## config.mk

```make
export PLATFORM = sky130hd
export DESIGN_NAME = samp_rate_ctrl
export DESIGN_NICKNAME = d
export VERILOG_FILES = /design/src/rtl/samp_rate_ctrl.sv
export SDC_FILE = /design/constraint.sdc
export NUM_CORES = 1
export LEC_CHECK = 0
export ABC_AREA = 1
export CORE_MARGIN = 2
export CORE_UTILIZATION = 49
export DETAILED_ROUTE_END_ITERATION = 8
export HOLD_SLACK_MARGIN = 0.1
export MAX_ROUTING_LAYER = met4
export PLACE_DENSITY = 0.69
export SLEW_MARGIN = 15
export SYNTH_ARGS = -nofsm -noshare
export SYNTH_HDL_FRONTEND = slang
export SYNTH_SLANG_ARGS = --single-unit
```

## constraint.sdc

```tcl
create_clock -name Fg_CLK -period 2.6 [get_ports Fg_CLK]
set_clock_uncertainty 0.1 [all_clocks]
set_input_delay 0.52 -clock Fg_CLK [delete_from_list [all_inputs] [get_ports Fg_CLK]]
set_output_delay 0.52 -clock Fg_CLK [all_outputs]
set_load 0.02 [all_outputs]
```

## src/rtl/samp_rate_ctrl.sv

```systemverilog
// samp_rate_ctrl: selectable-ratio sample strobe generator with power-up delay and glitch-free mode switching
// Ports: Fg_CLK/RESET clock and sync reset; BtnUp/BtnDn edge-triggered mode step requests;
// ModeLd/ModeIn direct mode load; Ready power-up done; Enable sample strobe; Mode active mode;
// ModeChg one-cycle switch pulse; Pending a requested mode awaits the next period boundary.
module samp_rate_ctrl #(
  parameter int NUM_MODES = 5,
  parameter int MODE_W    = 3,
  parameter int CNT_W     = 16,
  parameter int DIV_BASE  = 10,
  parameter int READY_DLY = 80
) (
  input  logic              Fg_CLK,
  input  logic              RESET,
  input  logic              BtnUp,
  input  logic              BtnDn,
  input  logic              ModeLd,
  input  logic [MODE_W-1:0] ModeIn,
  output logic              Ready,
  output logic              Enable,
  output logic [MODE_W-1:0] Mode,
  output logic              ModeChg,
  output logic              Pending
);
  localparam int RW = $clog2(READY_DLY + 1);
  function automatic longint pw(input int e);
    longint r = 1;
    for (int k = 0; k < e; k++) r = r * DIV_BASE;
    return r;
  endfunction
  localparam longint TMAX = pw(NUM_MODES - 1) - 1;
  if (TMAX >= (longint'(1) << CNT_W)) begin : g_chk
    $error("samp_rate_ctrl: largest terminal count does not fit in CNT_W bits");
  end
  // Table padded to the full Mode range so any Mode value indexes safely.
  logic [CNT_W-1:0] tab [2**MODE_W];
  for (genvar i = 0; i < 2**MODE_W; i++) begin : g_tab
    assign tab[i] = (i < NUM_MODES) ? CNT_W'(pw(i) - 1) : '0;
  end
  logic [RW-1:0]     rdy_cnt;
  logic [CNT_W-1:0]  cnt;
  logic [MODE_W-1:0] tgt, m_up, m_dn, req_m;
  logic              up_q, dn_q, up_e, dn_e, ld_ok, req, wrap;
  always_comb begin
    up_e  = BtnUp & ~up_q;
    dn_e  = BtnDn & ~dn_q;
    m_up  = (Mode == MODE_W'(NUM_MODES - 1)) ? '0 : Mode + MODE_W'(1);
    m_dn  = (Mode == '0) ? MODE_W'(NUM_MODES - 1) : Mode - MODE_W'(1);
    ld_ok = ModeLd & ({1'b0, ModeIn} < (MODE_W + 1)'(NUM_MODES));
    // A load strobe masks button edges even when its value is out of range.
    req   = Ready & (ModeLd ? ld_ok : (up_e ^ dn_e));
    req_m = ModeLd ? ModeIn : (up_e ? m_up : m_dn);
    wrap  = Ready & (cnt == tab[Mode]);
  end
  always_ff @(posedge Fg_CLK) begin
    if (RESET) begin
      rdy_cnt <= '0;
      Ready   <= 1'b0;
      Enable  <= 1'b0;
      Mode    <= '0;
      ModeChg <= 1'b0;
      Pending <= 1'b0;
      tgt     <= '0;
      cnt     <= '0;
      up_q    <= 1'b0;
      dn_q    <= 1'b0;
    end else begin
      up_q    <= BtnUp;
      dn_q    <= BtnDn;
      if (!Ready) rdy_cnt <= rdy_cnt + RW'(1);
      Ready   <= Ready | (rdy_cnt == RW'(READY_DLY - 1));
      Enable  <= wrap;
      ModeChg <= wrap & Pending;
      cnt     <= wrap ? '0 : (Ready ? cnt + CNT_W'(1) : '0);
      if (wrap & Pending) begin
        Mode    <= tgt;
        Pending <= 1'b0;
      end
      // A request on the boundary edge is latched after the apply, so it waits a full period.
      if (req) begin
        tgt     <= req_m;
        Pending <= 1'b1;
      end
    end
  end
endmodule

```

==> results.md <==
* M1 WL at 1990 µm
* Reg2reg end: cnt[3]$_SDFF_PP0_
* Synthesized instance count at 292
* LEAKAGE at 0.948 nW
* TritonCTS clock tree: done
* Drt wl/cell at between 10 and 15 µm
* CP required at roughly 2700 ps
* Cell Count, Final, Fillers Out at 360
* R2r startpoint: Mode[1]$_SDFFE_PP0P_
* FF-to-FF path depth at 12
* Clock power frac at 50.3%
* Maxcap violations at 0
* Fillers at 395
* Post-Syn Nets at slightly above 300
* Status: completed
* Vias in the first global route at 1592
* Final setup vio count at 0
* Die width at 68.2 µm
* # Post-CTS Setup Buffers at 0
* Area Growth Syn to Fin at 14.9%
* Post-synth top cells: nand2_1 (67), inv_1 (44), dfxtp_1 (35), nor2_1 (28), a21oi_1 (20)
* Crit share post-route at 83.5%
* Mapped cell area at 0.00202 mm²
* Via density at 4.89
* Drt pass-1 iters at 4
* Final hold violation count at 0
* Core box area at 0.00397 mm²
* First-pass GRT wire length at 6880 µm
* Cts bufs inserted at 5
* Register share of total power at 46.6%
* Row cnt at 23
* Gr ovfl total at 0
* Most numerous cell in the Yosys netlist: nand2_1
* Worst IR drop on VDD at 385 µV
* CTS Buffer Depth at 2
* Uppermost routed layer: met4
* Area of the multi-input gates at 0.00110 mm²
* Initial drt markers at 110
* Count of state elements after synthesis at 35
* Max-slew violations at 0
* # hold bufs at CTS at 0
* Crit end category: flop
* Worst-path clk slew at 70 ps
* H-tree levels at 2
* Met2 wire len at roughly 1800 µm
* Routability cong. at 0.842
* Min-delay worst type: reg -> reg
* NetSw at 229 µW
* Post-synth cell types at 31
* Worst setup SP type: flop
* RSZ-0062 raised after global routing: no
* Post-synth EDFFs at 0
* WHS Path Cells at 2
* TNS Setup at 0 ps
* P_int at 942 µW
* Min Tclk post-route at 2170 ps
* Via count at 1760
* Ys async rst share at 0%
* Fmax at between 400 and 500 MHz
* Register area share after synthesis at 34.7%
* WP data arrival at 2240 ps
* Largest net degree at the start of global routing at 17
* Power density over cell area at 505 mW/mm²
* Number of top-level pins at 15
* Crit-path max FO at 16
* Top cells by area, synth: dfxtp_1 (35%), nand2_1 (12%), inv_1 (8.2%)
* Switching Share at 19.6%
* Starting density of the core at 50.8%
* Fin nets at 324
* ANT cells at 0
* Met3 routed WL at 123 µm
* DRT Wirelength at 3980 µm
* Syn. warnings at 0
* Hold Path Origin: rdy_cnt[6]$_SDFFE_PP0N_
* Synth Area per Inst at ~6.9 µm²
* Clk_lat worst skew at 290 ps
* Reg2reg setup slack at 430 ps
* Reg area at 701 µm²
* Port Buf Inserts at 14
* Critical path type: reg -> reg
* Max_slew headroom at 74.2%
* Root buf cell: clkbuf_8
* Die area at about 0.0046 mm²
* Layout cells sized above 1 at 11.9%
* Worst-margin pin slew at 386 ps
* CTS sink cnt at 35
* Post-synth top area cell: dfxtp_1
* Initial antenna violation count at 0
* Antenna Nets Post-Route at 0
* Yosys top cell area share at a little over a third
* Synth Flop Type: dfxtp_1
* Gr usage total at about a fifth
* Hold Path Sink: rdy_cnt[6]$_SDFFE_PP0N_
* Die height at just under 70 µm
* Resized cells post-CTS at 0
* Post-Place Cells at ~350
* Drt drc at 0
* Comb power frac at 3.2%
* DPL Wire Length at 2970 µm
## worst max path at each step
stage                              start                  to
global placement    Mode[0]$_SDFFE_PP0P_   cnt[4]$_SDFF_PP0_
detailed placement  Mode[0]$_SDFFE_PP0P_  cnt[12]$_SDFF_PP0_
global route        Mode[0]$_SDFFE_PP0P_   cnt[3]$_SDFF_PP0_
floorplan           Mode[1]$_SDFFE_PP0P_  cnt[13]$_SDFF_PP0_
CTS                 Mode[0]$_SDFFE_PP0P_  cnt[15]$_SDFF_PP0_
finish              Mode[1]$_SDFFE_PP0P_   cnt[3]$_SDFF_PP0_
## cell type report
type / count / area share (%)
clock inverter: 3 / 2.91
timing repair buffer: 14 / 6.04
sequential: 35 / 30.2
tap: 50 / 2.70
clock buffer: 5 / 2.97
multi-input combinational: 206 / 47.3
inverter: 47 / 7.83
## cell families after synthesis
family	Yosys count	synth area share [%]
AO/OA/AOI/OAI	35	9.24
buffers and inverters	51	10.9
flip-flops	35	34.7
XOR/XNOR	9	3.91
adder cells (fa/ha/maj)	7	4.34
AND/OR/NAND/NOR	155	36.9
## state kept, by name, indices dropped and copies added (netlist names)
name,flops
Enable,1
Mode,3
ModeChg,1
Pending,1
Ready,1
cnt,16
dn_q,1
rdy_cnt,7
tgt,3
up_q,1
## power groups by stage
stage,clock network (mW),logic (mW),registers [mW]
detailed placement,0,0.0377,0.558
CTS,0.605,0.0376,0.545
finish,0.589,0.0372,0.545
global route,0.623,0.0429,0.545
floorplan,0,0.0224,0.557
global placement,0,0.0371,0.557
## worst max-delay path, cell delays in order (launching register included)
cell	delay, ps
dfxtp_1	420
inv_1	140
ha_1	270
nand2_2	230
nand2_1	110
nand2_1	70
nand2_1	60
inv_1	50
nand2_1	70
nor2_4	160
nand2_4	80
nand3_4	200
a21oi_1	70
## per-stage QoR
| step | hold WS (ps) | area (µm²) | util, % | power [mW] | setup WS, ps |
|---|---|---|---|---|---|
| 3_3_place_gp | 350 | 2180 | 54.9 | 0.594 | 452 |
| 5_1_grt | 392 | 2320 | 58.4 | 1.21 | 208 |
| 6_report | 363 | 2320 | 58.4 | 1.17 | 428 |
| 4_1_cts | 366 | 2320 | 58.4 | 1.19 | 416 |
| 2_1_floorplan | 339 | 2020 | - | 0.579 | 533 |
| 3_5_place_dp | 354 | 2180 | 54.9 | 0.595 | 428 |
## metal layers
| metal | up-vias | GRT usage, % |
|---|---|---|
| met5 | - | - |
| met4 | 0 | 6.75 |
| met3 | 5 | 4.44 |
| met2 | 25 | 33.0 |
| met1 | 771 | 24.7 |
| li1 | 959 | - |
## cells in the final DEF, fill, tap and decap left out, drive strengths merged
master,instances
nand2,71
inv,46
nor2,43
dfxtp,35
a21oi,21
nand3,17
clkdlybuf4s50,14
o21ai,11
nand4,10
nor3,8
xor2,7
ha,7
clkbuf,5
or2,3
xnor2,2
bufinv,2
clkinv,1
o211ai,1
a21boi,1
nand3b,1
nor4,1
and2,1
a21o,1
clkinvlp,1
Power figures use the tool's default switching activity.
